--- src/rtl/xbar_peri_arb_if.sv ---
// xbar_peri_arb_if -- one TileLink-UL link (Channel A request, Channel D response).
//
// master modport : requester side, drives Channel A and d_ready
// slave modport  : responder side, drives Channel D and a_ready
//
// a_valid/a_ready, a_opcode, a_param, a_size, a_source, a_address, a_mask, a_data
// d_valid/d_ready, d_opcode, d_param, d_size, d_source, d_sink, d_data, d_error
interface xbar_peri_arb_if #(
  parameter int unsigned ADDR_WIDTH   = 32,
  parameter int unsigned DATA_WIDTH   = 32,
  parameter int unsigned MASK_WIDTH   = DATA_WIDTH / 8,
  parameter int unsigned SIZE_WIDTH   = 3,
  parameter int unsigned OPCODE_WIDTH = 3,
  parameter int unsigned PARAM_WIDTH  = 3
) ();
  logic                    a_valid;
  logic                    a_ready;
  logic [OPCODE_WIDTH-1:0] a_opcode;
  logic [PARAM_WIDTH-1:0]  a_param;
  logic [SIZE_WIDTH-1:0]   a_size;
  logic                    a_source;
  logic [ADDR_WIDTH-1:0]   a_address;
  logic [MASK_WIDTH-1:0]   a_mask;
  logic [DATA_WIDTH-1:0]   a_data;

  logic                    d_valid;
  logic                    d_ready;
  logic [OPCODE_WIDTH-1:0] d_opcode;
  logic [PARAM_WIDTH-1:0]  d_param;
  logic [SIZE_WIDTH-1:0]   d_size;
  logic                    d_source;
  logic                    d_sink;
  logic [DATA_WIDTH-1:0]   d_data;
  logic                    d_error;

  modport master (
    output a_valid, a_opcode, a_param, a_size, a_source, a_address, a_mask, a_data,
    input  a_ready,
    input  d_valid, d_opcode, d_param, d_size, d_source, d_sink, d_data, d_error,
    output d_ready
  );

  modport slave (
    input  a_valid, a_opcode, a_param, a_size, a_source, a_address, a_mask, a_data,
    output a_ready,
    output d_valid, d_opcode, d_param, d_size, d_source, d_sink, d_data, d_error,
    input  d_ready
  );
endinterface

--- src/rtl/xbar_peri_arb.sv ---
// xbar_peri_arb -- two-master round-robin TileLink-UL arbiter, 24 MHz peripheral domain.
// One Channel A request is accepted at a time, held in a register and replayed to
// the slave; the slave's Channel D response is steered back to the winning master.
//
// Ports:
//   clk    in  single clock
//   reset  in  synchronous, active-high
//   m0, m1 xbar_peri_arb_if.slave  upstream requesters
//   s      xbar_peri_arb_if.master downstream peripheral slave
//
// Optional feature: define XBAR_PERI_ARB_TIMEOUT_EN to add a response timeout
// (TIMEOUT_CYCLES) that answers the owner with an error AccessAck/AccessAckData.
module xbar_peri_arb #(
  parameter int unsigned ADDR_WIDTH     = 32,
  parameter int unsigned DATA_WIDTH     = 32,
  parameter int unsigned MASK_WIDTH     = DATA_WIDTH / 8,
  parameter int unsigned SIZE_WIDTH     = 3,
  parameter int unsigned OPCODE_WIDTH   = 3,
  parameter int unsigned PARAM_WIDTH    = 3,
  parameter int unsigned TIMEOUT_CYCLES = 256
) (
  input logic            clk,
  input logic            reset,
  xbar_peri_arb_if.slave  m0,
  xbar_peri_arb_if.slave  m1,
  xbar_peri_arb_if.master s
);

  typedef enum logic [1:0] {
    ST_IDLE = 2'd0,
    ST_REQ  = 2'd1,
    ST_RESP = 2'd2
`ifdef XBAR_PERI_ARB_TIMEOUT_EN
    , ST_ERR = 2'd3
`endif
  } state_t;

  state_t                  state_q;
  logic                    prio_q;
  logic                    owner_q;

  logic [OPCODE_WIDTH-1:0] hold_opcode_q;
  logic [PARAM_WIDTH-1:0]  hold_param_q;
  logic [SIZE_WIDTH-1:0]   hold_size_q;
  logic                    hold_source_q;
  logic [ADDR_WIDTH-1:0]   hold_address_q;
  logic [MASK_WIDTH-1:0]   hold_mask_q;
  logic [DATA_WIDTH-1:0]   hold_data_q;

`ifdef XBAR_PERI_ARB_TIMEOUT_EN
  localparam int unsigned CNT_W = $clog2(TIMEOUT_CYCLES) + 1;
  localparam logic [OPCODE_WIDTH-1:0] OP_GET            = OPCODE_WIDTH'(4);
  localparam logic [OPCODE_WIDTH-1:0] OP_ACCESS_ACK     = OPCODE_WIDTH'(0);
  localparam logic [OPCODE_WIDTH-1:0] OP_ACCESS_ACK_DAT = OPCODE_WIDTH'(1);
  logic [CNT_W-1:0] cnt_q;
`endif

  // Grant: master 0 wins unless master 1 holds priority and is also requesting.
  logic gnt0, gnt1;
  assign gnt0 = (state_q == ST_IDLE) && m0.a_valid && (!prio_q || !m1.a_valid);
  assign gnt1 = (state_q == ST_IDLE) && m1.a_valid && !gnt0;

  assign m0.a_ready = gnt0;
  assign m1.a_ready = gnt1;

  // Slave Channel A replays the holding register.
  assign s.a_valid   = (state_q == ST_REQ);
  assign s.a_opcode  = hold_opcode_q;
  assign s.a_param   = hold_param_q;
  assign s.a_size    = hold_size_q;
  assign s.a_source  = hold_source_q;
  assign s.a_address = hold_address_q;
  assign s.a_mask    = hold_mask_q;
  assign s.a_data    = hold_data_q;

  // Channel D: one shared response bus, valid gated per owner.
  logic                    d_valid_w;
  logic [OPCODE_WIDTH-1:0] d_opcode_w;
  logic [PARAM_WIDTH-1:0]  d_param_w;
  logic [SIZE_WIDTH-1:0]   d_size_w;
  logic                    d_source_w;
  logic                    d_sink_w;
  logic [DATA_WIDTH-1:0]   d_data_w;
  logic                    d_error_w;
  logic                    s_d_ready_w;
  logic                    own_d_ready;
  logic                    d_hs;

  assign own_d_ready = owner_q ? m1.d_ready : m0.d_ready;

  always_comb begin
    d_valid_w   = 1'b0;
    d_opcode_w  = s.d_opcode;
    d_param_w   = s.d_param;
    d_size_w    = s.d_size;
    d_source_w  = s.d_source;
    d_sink_w    = s.d_sink;
    d_data_w    = s.d_data;
    d_error_w   = s.d_error;
    s_d_ready_w = 1'b0;
    unique case (state_q)
      // Stray slave beats in IDLE are swallowed, never forwarded.
      ST_IDLE: s_d_ready_w = 1'b1;
      ST_RESP: begin
        d_valid_w   = s.d_valid;
        s_d_ready_w = own_d_ready;
      end
`ifdef XBAR_PERI_ARB_TIMEOUT_EN
      ST_ERR: begin
        d_valid_w  = 1'b1;
        d_opcode_w = (hold_opcode_q == OP_GET) ? OP_ACCESS_ACK_DAT : OP_ACCESS_ACK;
        d_param_w  = '0;
        d_size_w   = hold_size_q;
        d_source_w = hold_source_q;
        d_sink_w   = 1'b0;
        d_data_w   = '0;
        d_error_w  = 1'b1;
      end
`endif
      default: ;
    endcase
  end

  assign d_hs      = d_valid_w && own_d_ready;
  assign s.d_ready = s_d_ready_w;

  assign m0.d_valid  = d_valid_w && !owner_q;
  assign m0.d_opcode = d_opcode_w;
  assign m0.d_param  = d_param_w;
  assign m0.d_size   = d_size_w;
  assign m0.d_source = d_source_w;
  assign m0.d_sink   = d_sink_w;
  assign m0.d_data   = d_data_w;
  assign m0.d_error  = d_error_w;

  assign m1.d_valid  = d_valid_w && owner_q;
  assign m1.d_opcode = d_opcode_w;
  assign m1.d_param  = d_param_w;
  assign m1.d_size   = d_size_w;
  assign m1.d_source = d_source_w;
  assign m1.d_sink   = d_sink_w;
  assign m1.d_data   = d_data_w;
  assign m1.d_error  = d_error_w;

  always_ff @(posedge clk) begin
    if (reset) begin
      state_q        <= ST_IDLE;
      prio_q         <= 1'b0;
      owner_q        <= 1'b0;
      hold_opcode_q  <= '0;
      hold_param_q   <= '0;
      hold_size_q    <= '0;
      hold_source_q  <= 1'b0;
      hold_address_q <= '0;
      hold_mask_q    <= '0;
      hold_data_q    <= '0;
`ifdef XBAR_PERI_ARB_TIMEOUT_EN
      cnt_q          <= '0;
`endif
    end else begin
      unique case (state_q)
        ST_IDLE: begin
          if (gnt0 || gnt1) begin
            hold_opcode_q  <= gnt1 ? m1.a_opcode  : m0.a_opcode;
            hold_param_q   <= gnt1 ? m1.a_param   : m0.a_param;
            hold_size_q    <= gnt1 ? m1.a_size    : m0.a_size;
            hold_source_q  <= gnt1 ? m1.a_source  : m0.a_source;
            hold_address_q <= gnt1 ? m1.a_address : m0.a_address;
            hold_mask_q    <= gnt1 ? m1.a_mask    : m0.a_mask;
            hold_data_q    <= gnt1 ? m1.a_data    : m0.a_data;
            owner_q        <= gnt1;
            state_q        <= ST_REQ;
          end
        end
        ST_REQ: begin
          if (s.a_ready) begin
            state_q <= ST_RESP;
`ifdef XBAR_PERI_ARB_TIMEOUT_EN
            cnt_q   <= '0;
`endif
          end
        end
        ST_RESP: begin
          if (d_hs) begin
            prio_q  <= !owner_q;
            state_q <= ST_IDLE;
          end
`ifdef XBAR_PERI_ARB_TIMEOUT_EN
          // Counts only cycles with no slave response offered; the cycle
          // that would bring the count to TIMEOUT_CYCLES moves to ERR.
          else if (!s.d_valid) begin
            if (cnt_q == CNT_W'(TIMEOUT_CYCLES - 1)) state_q <= ST_ERR;
            else                                      cnt_q   <= cnt_q + 1'b1;
          end
`endif
        end
`ifdef XBAR_PERI_ARB_TIMEOUT_EN
        ST_ERR: begin
          if (d_hs) begin
            prio_q  <= !owner_q;
            state_q <= ST_IDLE;
          end
        end
`endif
        default: state_q <= ST_IDLE;
      endcase
    end
  end

endmodule
--- src/flat_wrapper.sv ---
// flat-port wrapper written by rule: the top's interface ports become plain ports
module xbar_peri_arb_flat 
#(
  parameter int unsigned ADDR_WIDTH     = 32,
  parameter int unsigned DATA_WIDTH     = 32,
  parameter int unsigned MASK_WIDTH     = DATA_WIDTH / 8,
  parameter int unsigned SIZE_WIDTH     = 3,
  parameter int unsigned OPCODE_WIDTH   = 3,
  parameter int unsigned PARAM_WIDTH    = 3,
  parameter int unsigned TIMEOUT_CYCLES = 256
)
  (clk, reset, m0_a_valid, m0_a_opcode, m0_a_param, m0_a_size, m0_a_source, m0_a_address, m0_a_mask, m0_a_data, m0_a_ready, m0_d_valid, m0_d_opcode, m0_d_param, m0_d_size, m0_d_source, m0_d_sink, m0_d_data, m0_d_error, m0_d_ready, m1_a_valid, m1_a_opcode, m1_a_param, m1_a_size, m1_a_source, m1_a_address, m1_a_mask, m1_a_data, m1_a_ready, m1_d_valid, m1_d_opcode, m1_d_param, m1_d_size, m1_d_source, m1_d_sink, m1_d_data, m1_d_error, m1_d_ready, s_a_valid, s_a_opcode, s_a_param, s_a_size, s_a_source, s_a_address, s_a_mask, s_a_data, s_a_ready, s_d_valid, s_d_opcode, s_d_param, s_d_size, s_d_source, s_d_sink, s_d_data, s_d_error, s_d_ready);
  xbar_peri_arb_if #(.ADDR_WIDTH(ADDR_WIDTH), .DATA_WIDTH(DATA_WIDTH), .MASK_WIDTH(MASK_WIDTH), .SIZE_WIDTH(SIZE_WIDTH), .OPCODE_WIDTH(OPCODE_WIDTH), .PARAM_WIDTH(PARAM_WIDTH)) m0_i ();
  xbar_peri_arb_if #(.ADDR_WIDTH(ADDR_WIDTH), .DATA_WIDTH(DATA_WIDTH), .MASK_WIDTH(MASK_WIDTH), .SIZE_WIDTH(SIZE_WIDTH), .OPCODE_WIDTH(OPCODE_WIDTH), .PARAM_WIDTH(PARAM_WIDTH)) m1_i ();
  xbar_peri_arb_if #(.ADDR_WIDTH(ADDR_WIDTH), .DATA_WIDTH(DATA_WIDTH), .MASK_WIDTH(MASK_WIDTH), .SIZE_WIDTH(SIZE_WIDTH), .OPCODE_WIDTH(OPCODE_WIDTH), .PARAM_WIDTH(PARAM_WIDTH)) s_i ();
  input logic clk;
  input logic reset;
  input wire logic [$bits(m0_i.a_valid)-1:0] m0_a_valid;
  input wire logic [$bits(m0_i.a_opcode)-1:0] m0_a_opcode;
  input wire logic [$bits(m0_i.a_param)-1:0] m0_a_param;
  input wire logic [$bits(m0_i.a_size)-1:0] m0_a_size;
  input wire logic [$bits(m0_i.a_source)-1:0] m0_a_source;
  input wire logic [$bits(m0_i.a_address)-1:0] m0_a_address;
  input wire logic [$bits(m0_i.a_mask)-1:0] m0_a_mask;
  input wire logic [$bits(m0_i.a_data)-1:0] m0_a_data;
  output wire logic [$bits(m0_i.a_ready)-1:0] m0_a_ready;
  output wire logic [$bits(m0_i.d_valid)-1:0] m0_d_valid;
  output wire logic [$bits(m0_i.d_opcode)-1:0] m0_d_opcode;
  output wire logic [$bits(m0_i.d_param)-1:0] m0_d_param;
  output wire logic [$bits(m0_i.d_size)-1:0] m0_d_size;
  output wire logic [$bits(m0_i.d_source)-1:0] m0_d_source;
  output wire logic [$bits(m0_i.d_sink)-1:0] m0_d_sink;
  output wire logic [$bits(m0_i.d_data)-1:0] m0_d_data;
  output wire logic [$bits(m0_i.d_error)-1:0] m0_d_error;
  input wire logic [$bits(m0_i.d_ready)-1:0] m0_d_ready;
  input wire logic [$bits(m1_i.a_valid)-1:0] m1_a_valid;
  input wire logic [$bits(m1_i.a_opcode)-1:0] m1_a_opcode;
  input wire logic [$bits(m1_i.a_param)-1:0] m1_a_param;
  input wire logic [$bits(m1_i.a_size)-1:0] m1_a_size;
  input wire logic [$bits(m1_i.a_source)-1:0] m1_a_source;
  input wire logic [$bits(m1_i.a_address)-1:0] m1_a_address;
  input wire logic [$bits(m1_i.a_mask)-1:0] m1_a_mask;
  input wire logic [$bits(m1_i.a_data)-1:0] m1_a_data;
  output wire logic [$bits(m1_i.a_ready)-1:0] m1_a_ready;
  output wire logic [$bits(m1_i.d_valid)-1:0] m1_d_valid;
  output wire logic [$bits(m1_i.d_opcode)-1:0] m1_d_opcode;
  output wire logic [$bits(m1_i.d_param)-1:0] m1_d_param;
  output wire logic [$bits(m1_i.d_size)-1:0] m1_d_size;
  output wire logic [$bits(m1_i.d_source)-1:0] m1_d_source;
  output wire logic [$bits(m1_i.d_sink)-1:0] m1_d_sink;
  output wire logic [$bits(m1_i.d_data)-1:0] m1_d_data;
  output wire logic [$bits(m1_i.d_error)-1:0] m1_d_error;
  input wire logic [$bits(m1_i.d_ready)-1:0] m1_d_ready;
  output wire logic [$bits(s_i.a_valid)-1:0] s_a_valid;
  output wire logic [$bits(s_i.a_opcode)-1:0] s_a_opcode;
  output wire logic [$bits(s_i.a_param)-1:0] s_a_param;
  output wire logic [$bits(s_i.a_size)-1:0] s_a_size;
  output wire logic [$bits(s_i.a_source)-1:0] s_a_source;
  output wire logic [$bits(s_i.a_address)-1:0] s_a_address;
  output wire logic [$bits(s_i.a_mask)-1:0] s_a_mask;
  output wire logic [$bits(s_i.a_data)-1:0] s_a_data;
  input wire logic [$bits(s_i.a_ready)-1:0] s_a_ready;
  input wire logic [$bits(s_i.d_valid)-1:0] s_d_valid;
  input wire logic [$bits(s_i.d_opcode)-1:0] s_d_opcode;
  input wire logic [$bits(s_i.d_param)-1:0] s_d_param;
  input wire logic [$bits(s_i.d_size)-1:0] s_d_size;
  input wire logic [$bits(s_i.d_source)-1:0] s_d_source;
  input wire logic [$bits(s_i.d_sink)-1:0] s_d_sink;
  input wire logic [$bits(s_i.d_data)-1:0] s_d_data;
  input wire logic [$bits(s_i.d_error)-1:0] s_d_error;
  output wire logic [$bits(s_i.d_ready)-1:0] s_d_ready;
  assign m0_i.a_valid = m0_a_valid;
  assign m0_i.a_opcode = m0_a_opcode;
  assign m0_i.a_param = m0_a_param;
  assign m0_i.a_size = m0_a_size;
  assign m0_i.a_source = m0_a_source;
  assign m0_i.a_address = m0_a_address;
  assign m0_i.a_mask = m0_a_mask;
  assign m0_i.a_data = m0_a_data;
  assign m0_a_ready = m0_i.a_ready;
  assign m0_d_valid = m0_i.d_valid;
  assign m0_d_opcode = m0_i.d_opcode;
  assign m0_d_param = m0_i.d_param;
  assign m0_d_size = m0_i.d_size;
  assign m0_d_source = m0_i.d_source;
  assign m0_d_sink = m0_i.d_sink;
  assign m0_d_data = m0_i.d_data;
  assign m0_d_error = m0_i.d_error;
  assign m0_i.d_ready = m0_d_ready;
  assign m1_i.a_valid = m1_a_valid;
  assign m1_i.a_opcode = m1_a_opcode;
  assign m1_i.a_param = m1_a_param;
  assign m1_i.a_size = m1_a_size;
  assign m1_i.a_source = m1_a_source;
  assign m1_i.a_address = m1_a_address;
  assign m1_i.a_mask = m1_a_mask;
  assign m1_i.a_data = m1_a_data;
  assign m1_a_ready = m1_i.a_ready;
  assign m1_d_valid = m1_i.d_valid;
  assign m1_d_opcode = m1_i.d_opcode;
  assign m1_d_param = m1_i.d_param;
  assign m1_d_size = m1_i.d_size;
  assign m1_d_source = m1_i.d_source;
  assign m1_d_sink = m1_i.d_sink;
  assign m1_d_data = m1_i.d_data;
  assign m1_d_error = m1_i.d_error;
  assign m1_i.d_ready = m1_d_ready;
  assign s_a_valid = s_i.a_valid;
  assign s_a_opcode = s_i.a_opcode;
  assign s_a_param = s_i.a_param;
  assign s_a_size = s_i.a_size;
  assign s_a_source = s_i.a_source;
  assign s_a_address = s_i.a_address;
  assign s_a_mask = s_i.a_mask;
  assign s_a_data = s_i.a_data;
  assign s_i.a_ready = s_a_ready;
  assign s_i.d_valid = s_d_valid;
  assign s_i.d_opcode = s_d_opcode;
  assign s_i.d_param = s_d_param;
  assign s_i.d_size = s_d_size;
  assign s_i.d_source = s_d_source;
  assign s_i.d_sink = s_d_sink;
  assign s_i.d_data = s_d_data;
  assign s_i.d_error = s_d_error;
  assign s_d_ready = s_i.d_ready;
  xbar_peri_arb #(.ADDR_WIDTH(ADDR_WIDTH), .DATA_WIDTH(DATA_WIDTH), .MASK_WIDTH(MASK_WIDTH), .SIZE_WIDTH(SIZE_WIDTH), .OPCODE_WIDTH(OPCODE_WIDTH), .PARAM_WIDTH(PARAM_WIDTH), .TIMEOUT_CYCLES(TIMEOUT_CYCLES)) u_core (.clk(clk), .reset(reset), .m0(m0_i), .m1(m1_i), .s(s_i));
endmodule
--- config.mk ---
export PLATFORM = sky130hd
export DESIGN_NAME = xbar_peri_arb_flat
export DESIGN_NICKNAME = d
export VERILOG_FILES = /design/src/rtl/xbar_peri_arb_if.sv /design/src/rtl/xbar_peri_arb.sv /design/src/flat_wrapper.sv
export SDC_FILE = /design/constraint.sdc
export NUM_CORES = 1
export LEC_CHECK = 0
export ABC_AREA = 1
export CAP_MARGIN = 25
export CORE_AREA = 5 5 146 148
export CTS_CLUSTER_SIZE = 8
export DETAILED_ROUTE_END_ITERATION = 10
export DIE_AREA = 0 0 151 153
export MAX_ROUTING_LAYER = met4
export PLACE_DENSITY = 0.75
export SETUP_SLACK_MARGIN = 0.4
export SLEW_MARGIN = 20
export SYNTH_ARGS = -nofsm -noshare
export SYNTH_HDL_FRONTEND = slang
export SYNTH_SLANG_ARGS = --single-unit
export TNS_END_PERCENT = 10
--- constraint.sdc ---
create_clock -name clk -period 3 [get_ports clk]
set_input_delay 0.3 -clock clk [delete_from_list [all_inputs] [get_ports clk]]
set_output_delay 0.3 -clock clk [all_outputs]
set_load 0.05 [all_outputs]
==> results of run 1 <==
per-layer routing:
| metal | GRT usage | routed length [um] | share of wire |
|---|---|---|---|
| met4 | 0.05354 | 469 | 0.027 |
| met3 | 0.05093 | 1607 | 0.094 |
| met1 | 0.1492 | 6553 | 0.38 |
| met2 | 0.2450 | 8447 | 0.49 |
| met5 | - | 0 | 0 |
cell usage after synthesis, types with 2 or more instances:
| master | count |
|---|---|
| sky130_fd_sc_hd__clkinv_1 | 11 |
| sky130_fd_sc_hd__nand2_1 | 245 |
| sky130_fd_sc_hd__buf_4 | 92 |
| sky130_fd_sc_hd__o21ai_1 | 17 |
| sky130_fd_sc_hd__clkbuf_1 | 15 |
| sky130_fd_sc_hd__nand3b_1 | 78 |
| sky130_fd_sc_hd__buf_2 | 26 |
| sky130_fd_sc_hd__o21ai_0 | 62 |
| sky130_fd_sc_hd__nand3_2 | 2 |
| sky130_fd_sc_hd__inv_1 | 75 |
| sky130_fd_sc_hd__buf_6 | 2 |
| sky130_fd_sc_hd__buf_1 | 3 |
| sky130_fd_sc_hd__dfxtp_1 | 82 |
| sky130_fd_sc_hd__a21oi_1 | 2 |
| sky130_fd_sc_hd__nor2_1 | 82 |
path summary, 6_finish.rpt:
kind | end | slack, ns | cells past startpoint
worst max-delay path | m1_d_valid | 0.62 | 5
worst min-delay path | u_core.prio_q | 0.49 | 2
worst max register to register | u_core.s.a_address[11] | 1.23 | 7
worst min register to register | u_core.prio_q | 0.49 | 2
logic make-up (layout without fill, tap and decap cells):
family                 Yosys count  count (layout)  synth area share
DFF                             82              82            0.3182
buffers and inverters          225             358            0.2399
and+or+nand+nor                411             411            0.3607
AOI/OAI and AO/OA               83              83           0.08125
area by class of cell:
cell class,count,area [um2],share of cell area
inverters,87,326.6,0.04327
repair buffers,255,2628,0.3481
clock buffers,11,252.7,0.03349
well taps,270,337.8,0.04476
flip-flops and latches,82,1642,0.2175
clock inverters,5,61.31,0.008123
multi-input cells,494,2300,0.3047
flip-flops by register name, summed over array words and instances (netlist names):
register and flops:
u_core.s.a_opcode 3, u_core.owner_q 1, u_core.s.a_param 3, u_core.state_q 2, u_core.s.a_data 32, u_core.s.a_address 32, u_core.s.a_size 3, u_core.s.a_mask 4
u_core.prio_q 1, u_core.s.a_source 1
worst reg2reg max path, cell delays in order, from the launching register on:
cell	delay, ns
sky130_fd_sc_hd__dfxtp_1	0.38
sky130_fd_sc_hd__nor2_4	0.23
sky130_fd_sc_hd__nand2_4	0.32
sky130_fd_sc_hd__buf_12	0.32
sky130_fd_sc_hd__o21ai_0	0.24
sky130_fd_sc_hd__nand2_1	0.09
sky130_fd_sc_hd__inv_1	0.06
sky130_fd_sc_hd__nor2_1	0.03
metrics by stage:
step                        util  cells  instance area (um2)
final                     0.3791   1204                 7547
after global routing      0.3791   1204                 7547
after CTS                 0.3791   1204                 7547
after detailed placement  0.3633   1188                 7233
after global placement    0.3633   1188                 7233
after floorplan                -    801                 5159
power breakdown:
group	switching [mW]	internal, mW
registers	0.0643	1.23
clock network	0.489	0.695
logic	1.02	0.680
==> results.md, run 1 <==
- Leaving out fill and tap cells, the most frequent cells in the layout are sky130_fd_sc_hd__nand2_1 (245), sky130_fd_sc_hd__clkdlybuf4s50_1 (245), sky130_fd_sc_hd__nor2_1 (82), sky130_fd_sc_hd__dfxtp_1 (82), sky130_fd_sc_hd__nand3b_1 (78).
- The critical path starts at u_core.state_q[1].
- Timing analysis after detailed placement gives a worst setup slack of about 0.77 ns.
- Clock tree synthesis inserted a total of 9 buffers.
- The highest cell delay on the worst timing path is 0.81 ns.
- The maximum vdd drop is between 0.2 and 0.25 mV.
- The number of slew-limit violations in the final report is 0.
- The kind of cell adding the most delay to the critical path is buffers and inverters.
- The maximum frequency from static timing analysis is about 0.42 GHz.
- The clock tree root driver cell is sky130_fd_sc_hd__clkbuf_16.
- The first-pass GRT wire length is between 20 and 30 mm.
- In this run the worst hold path is classified as reg -> reg.
- The post-CTS resize count is 0.
- The number of hold buffers added after CTS is 0.
- The die span in x is 151 um.
- The critical-path maximum fanout is 5.
- The worst path needs roughly 2.4 ns of the cycle, external delays included.
- The largest area contributor in the synthesized netlist is sky130_fd_sc_hd__dfxtp_1.
- In this run, synthesis inferred 0 flip-flops with an integrated enable.
- At the later pin of the worst-skew pair, clock insertion delay measures between 0.3 and 0.4 ns.
- Post-CTS timing repair inserted 0 buffers for setup.
- After global routing the overflow that remains totals 0.
- The number of warnings issued by yosys is 0.
- The starting utilization of the core area is 0.2591.
- Setup violations remaining at the end of the flow were counted as 0.
- The routed via count is roughly 5100.
- Among all stages on the critical path, the largest delay is contributed by sky130_fd_sc_hd__clkdlybuf4s50_1.
- For this run, asynchronously set or reset flops after synthesis account for 0.
- In the routed design, unresolved DRC markers number 0.
- The die is between 150 and 200 um tall.
- The worst setup path is launched from a flip-flop.
- The start point of the worst min-delay path is u_core.prio_q.
- The maximum number of buffers from clock root to sink is 2.
- Traced cell by cell, the critical path runs through nand2_1, nor2_1, inv_1, nor2_1, clkdlybuf4s50_1.
- The setup clock skew after layout is approximately 0.011 ns.
- The leakage power figure is ~3.6 nW.
- The clock edge transition at the registers on the reported setup and hold paths is 0.07 ns.
- After synthesis, the netlist uses 22 different library cells.
- The initial antenna violation count is 0.
- Data on the critical path is required at its endpoint by 2.70 ns.
- The run finished with clean final reports.
- The TritonCTS clock tree is built.
- The first detailed-routing pass took 7 iterations.
- The largest net degree at the start of global routing is 80.
- Dividing the synthesized area by the synthesized cell count gives between 6 and 7 um2.
- Setup total negative slack on the finished layout was measured at 0 ns.
- The number of buffer and inverter instances along the worst setup path is 2.
- The mapped cell area is 5159 um2.
- After synthesis the netlist holds a flip-flop and latch count of roughly 80.
- The main flop type after synthesis is sky130_fd_sc_hd__dfxtp_1.
- Sorting the synthesized cells by area gives the leading types as sky130_fd_sc_hd__dfxtp_1 (32%), sky130_fd_sc_hd__nand2_1 (18%), sky130_fd_sc_hd__buf_4 (13%), sky130_fd_sc_hd__nand3b_1 (11%), sky130_fd_sc_hd__o21ai_0 (6.0%).
- The fraction of final layout cells with drive strength greater than 1 is 0.03319.
- At the pin with the least slew margin, the transition time is slightly above 0.6 ns.
- The average wire length per cell after detail routing is roughly 14 um.
- The routability-driven placement congestion ratio is about 0.77.
- 380 I/O pins were placed.
- The count of clock tree sinks is 82.
- Counting every net in the synthesized netlist gives slightly above 1000.
- The total global-route track usage is 0.1427.
- The number of antenna diodes in the final layout is 0.
- The category of the critical setup timing path is reg -> out.
- The worst path meets setup with 0.6215 ns of slack.
- The number of DRC violations after detailed-routing iteration 0 is about 230.
- After detailed routing, the total wire length is around 17 mm.
- Max-cap violations in this run came to 0.
- The count of nets left with antenna violations after detail routing is 0.
- The number of placement rows is 52.
- Fill cells in the final layout number ~2100.
- The final hold violation count is 0.
- The number of standard cells after synthesis is ~800.
- The die covers approximately 23000 um2.
- On the final layout, the worst hold slack is slightly below 0.5 ns.
- The share of synthesized area in the top cell type comes to 0.3182.
- The most numerous cell type found on the critical path is sky130_fd_sc_hd__nor2_1.
- The count of buffers inserted at the top-level ports is 247.
- The startpoint of the most critical register-to-register path is u_core.state_q[1].
- The half-perimeter wire length of the detailed placement result is ~13 mm.
- The average via count per standard cell is ~4.2.
- The sequential area share after synthesis is 0.3182.
- Headroom to the max-slew limit came out at 0.5913.
- The final net count is around 1100.
- The overall power is 4.178 mW.
- The total power density per cell area is about 550 nW/um2.
- The via count of the first global-routing pass is 4702.
- After floorplanning, the core was sized to cover around 20000 um2.
- STA puts the critical path data arrival time at approximately 2.1 ns.
- The area overhead of the layout relative to synthesis is 46.30%.
- The fraction of the cycle the final worst path needs is 0.7928.
- The depth of the CTS H-tree is 3.
- The kind of end point of the critical path is an output pin.
- Setup repair after global routing left no endpoint under its margin.
No activity file was read; power rests on OpenSTA's default activity.
==> inputs of run 2 (changes only) <==
- CORE_AREA: 5 5 146 148 -> 5 5 143 145
- DIE_AREA: 0 0 151 153 -> 0 0 148 150
- PLACE_DENSITY: 0.75 -> 0.78
- clock period: 3 -> 2.3 ns (I/O delays scaled with it)
==> run 2 against run 1 <==
Clock power rose by 22%. Sequential power rose by 30%. Non-clock buffer count rose by 15. Utilization grew 2.0 points. Count of clock-buffer cells in the layout rose by 2. Total power grew 29%. Critical path depth up 2. First-iteration DRC count fell by 22%. Global-route usage rose by 0.20 points. Combinational power rose by 34%. Register-to-register slack got worse by 0.60 ns. Wire length fell by 0.79%. Critical endpoint is now m1_a_ready.
==> results.md, run 2 (synthesized netlist as in run 1, its figures left out) <==
- The area of the die is 22200 um2 (-3.9%).
- The highest cell delay on the worst timing path was 0.56 ns (-0.25 ns).
- The met1 layer usage reported by global route is 0.1589 (+0.009647).
- The worst setup path is captured at an output pin.
- The number of slew-limit violations in the final report is 0 (unchanged).
- The internal power summed over all cells is 3.363 mW (+29%).
- The count of buffers inserted at the top-level ports is 247 (unchanged).
- The met2 track demand over resource is 0.2489 (+0.003913).
- The most utilized layer in the global route result is met2.
- The flow ran to the end, and the final reports show no timing, DRC or antenna violations.
- The fraction of final layout cells with drive strength greater than 1 is 0.05058 (+0.01739).
- The max capacitance violation total is 0 (unchanged).
- The total of endpoints with negative setup slack in the final report came to 0 (unchanged).
- The total power density per cell area is 710.5 nW/um2 (+28%).
- The reported net switching power was 2.041 mW (+30%).
- The routed via count is 5148 (+1.8%).
- The final net count is 1152 (+1.3%).
- The number of buffer and inverter instances along the worst setup path was 4 (+2).
- The leakage power figure is 3.694 nW (+2.4%).
- The pin slew with the least headroom to its limit was 0.5817 ns (-0.02933 ns).
- The final non-filler cell area is 7606 um2 (+0.78%).
- The fraction of the cycle the final worst path needs is 0.8031.
- The count of nets left with antenna violations after detail routing was 0 (unchanged).
- The via count of the first global-routing pass came to 4798 (+2.0%).
- The maximum number of buffers from clock root to sink is 2 (unchanged).
- The path class of the lowest-slack min-delay path is in -> out.
- The maximum vdd drop was 0.3025 mV (+28%).
- The detailed-route DRC error count came to 0 (unchanged).
- The number of placement rows is 51 (-1.9%).
- The portion of total power attributed to combinational logic is 0.421 (+0.014).
- The worst path in the final design needs a cycle of ~1.8 ns, including I/O delays and setup.
- The clock power share is 0.266 (-0.017).
- The final hold violation count is 0 (unchanged).
- Derived from the worst setup path, the maximum achievable clock frequency is about 0.54 GHz.
- The library cells used most frequently in the layout, excluding fill and tap cells, are sky130_fd_sc_hd__nand2_1 (245), sky130_fd_sc_hd__clkdlybuf4s50_1 (241), sky130_fd_sc_hd__nor2_1 (82), sky130_fd_sc_hd__dfxtp_1 (82), sky130_fd_sc_hd__nand3b_1 (78).
- TritonCTS built the clock tree.
- The average wire length per cell after detail routing is 14.27 um (+0.63%).
- The insertion delay of the later-clocked pin in the worst-skew pair is 0.34 ns (about the same).
- The critical path launch point type is a primary input.
- The starting utilization of the core area is 0.2704 (+0.01127).
- The critical-path maximum fanout is 40 (+35).
- The net switching share of the total power is 0.3776 (+0.001344).
- The overall power is 5.404 mW (+29%).
- The required time at the worst-slack endpoint came to 2.07 ns (-0.63 ns).
- The average via count per standard cell is 4.337 (+3.3%).
- The largest net degree at the start of global routing is 66 (-18%).
- The depth of the CTS H-tree is 3 (unchanged).
- The arrival time of data at the critical path endpoint is 1.62 ns (-0.46 ns).
- The sum of routed wire length over all layers is 16.94 mm (-0.79%).
- The signal on the critical path passes through clkdlybuf4s50_1, nand2_1, nand2_1, nand3_2, buf_12, inv_1, buf_12.
- The number of DRC violations after detailed-routing iteration 0 is 176 (-22%).
- The antenna diode count is 0 (unchanged).
- The clock tree root driver cell is sky130_fd_sc_hd__clkbuf_16.
- The met3 usage in global routing is 0.04906 (-0.001872).
- The die outline height is 150 um (-2.0%).
- Setup repair after global routing could not meet its margin everywhere.
- The number of CTS-inserted buffers is 9 (unchanged).
- The relative contribution of sequential cells to total power is 0.312 (+0.002).
- The half-perimeter wire length of the detailed placement result is 12.32 mm (-2.4%).
- The cell at the slowest stage of the critical path is sky130_fd_sc_hd__clkdlybuf4s50_1.
- The worst hold slack is 0.4600 ns (-0.03130 ns).
- The total placed instance area was 7246 um2 (+0.17%).
- The detailed-routing iteration count for the pre-antenna-repair pass is 7 (unchanged).
- The routability-driven placement congestion ratio is 0.7532 (-2.5%).
- The total global-route track usage is 0.1447 (+0.001961).
- Relative to the synthesized area, the layout overhead comes to 47.44%.
- The initial antenna violation count came to 0 (unchanged).
- The placeable core area is 19080 um2 (-4.2%).
- The worst max-slew margin expressed relative to the limit was 0.6110 (+0.01961).
- The kind of cell adding the most delay to the critical path is buffers and inverters.
- The number of I/O pins is 380 (unchanged).
- The utilization of the core after routing came to 0.3986 (+0.01956).
- The global route total overflow is 0 (unchanged).
- The setup clock skew after layout is 0.01108 ns (+0.0005342 ns).
- The first-pass GRT wire length is 25.10 mm (-1.2%).
- The final setup TNS was 0 ns (unchanged).
- The count of clock tree sinks is 82 (unchanged).
- Leaving out fill and tap cells, the most frequent cell in the layout is sky130_fd_sc_hd__nand2_1.
- The die span in x is 148 um (-2.0%).
- The worst setup path is of the in -> out kind.
run 2: repair_timing:
item | CTS | global route
pin swaps | 0 | 2
cloned | 0 | 1
endpoints found under the setup margin | 2 | 2
resized for setup | 1 | 1
buffers inserted | 0 | 5
hold buffers | 0 | 0
run 2: area by class of cell:
| class | count | area, um2 |
|---|---|---|
| Fill cell | 1966 | 11470 |
| Sequential cell | 82 | 1642 |
| Timing Repair Buffer | 270 | 2756 |
| Multi-Input combinational cell | 494 | 2292 |
| Clock buffer | 13 | 270.3 |
| Tap cell | 238 | 297.8 |
| Inverter | 87 | 326.6 |
| Clock inverter | 3 | 21.27 |
run 2: through the flow:
step | cells | worst slack (ns)
floorplan | 801 | 0.7272
global placement | 1165 | 0.3519
detailed placement | 1165 | 0.3295
CTS | 1181 | 0.3306
global route | 1187 | 0.3713
finish | 1187 | 0.4528
run 2: power groups by stage:
| stage | Combinational, mW | Clock (mW) | Sequential, mW |
|---|---|---|---|
| after floorplan | 1.18 | 0 | 2.33 |
| after global placement | 2.23 | 0 | 1.71 |
| after detailed placement | 2.25 | 0 | 1.72 |
| after CTS | 2.26 | 1.50 | 1.69 |
| after global routing | 2.45 | 1.55 | 1.71 |
| final | 2.28 | 1.44 | 1.69 |
run 2: final timing paths:
kind / start / endpoint / slack, ns / cells past startpoint
worst max register to register: u_core.state_q[1] / u_core.s.a_opcode[0] / 0.63 / 8
worst min-delay path: s_d_data[18] / m0_d_data[18] / 0.46 / 0
worst min register to register: u_core.prio_q / u_core.prio_q / 0.51 / 2
worst max-delay path: m1_a_valid / m1_a_ready / 0.45 / 7
run 2: routing by layer:
metal	up-vias	wire, um
met5	-	0
met4	0	372
met3	40	1467
met2	198	8370
met1	2263	6733
li1	2647	-
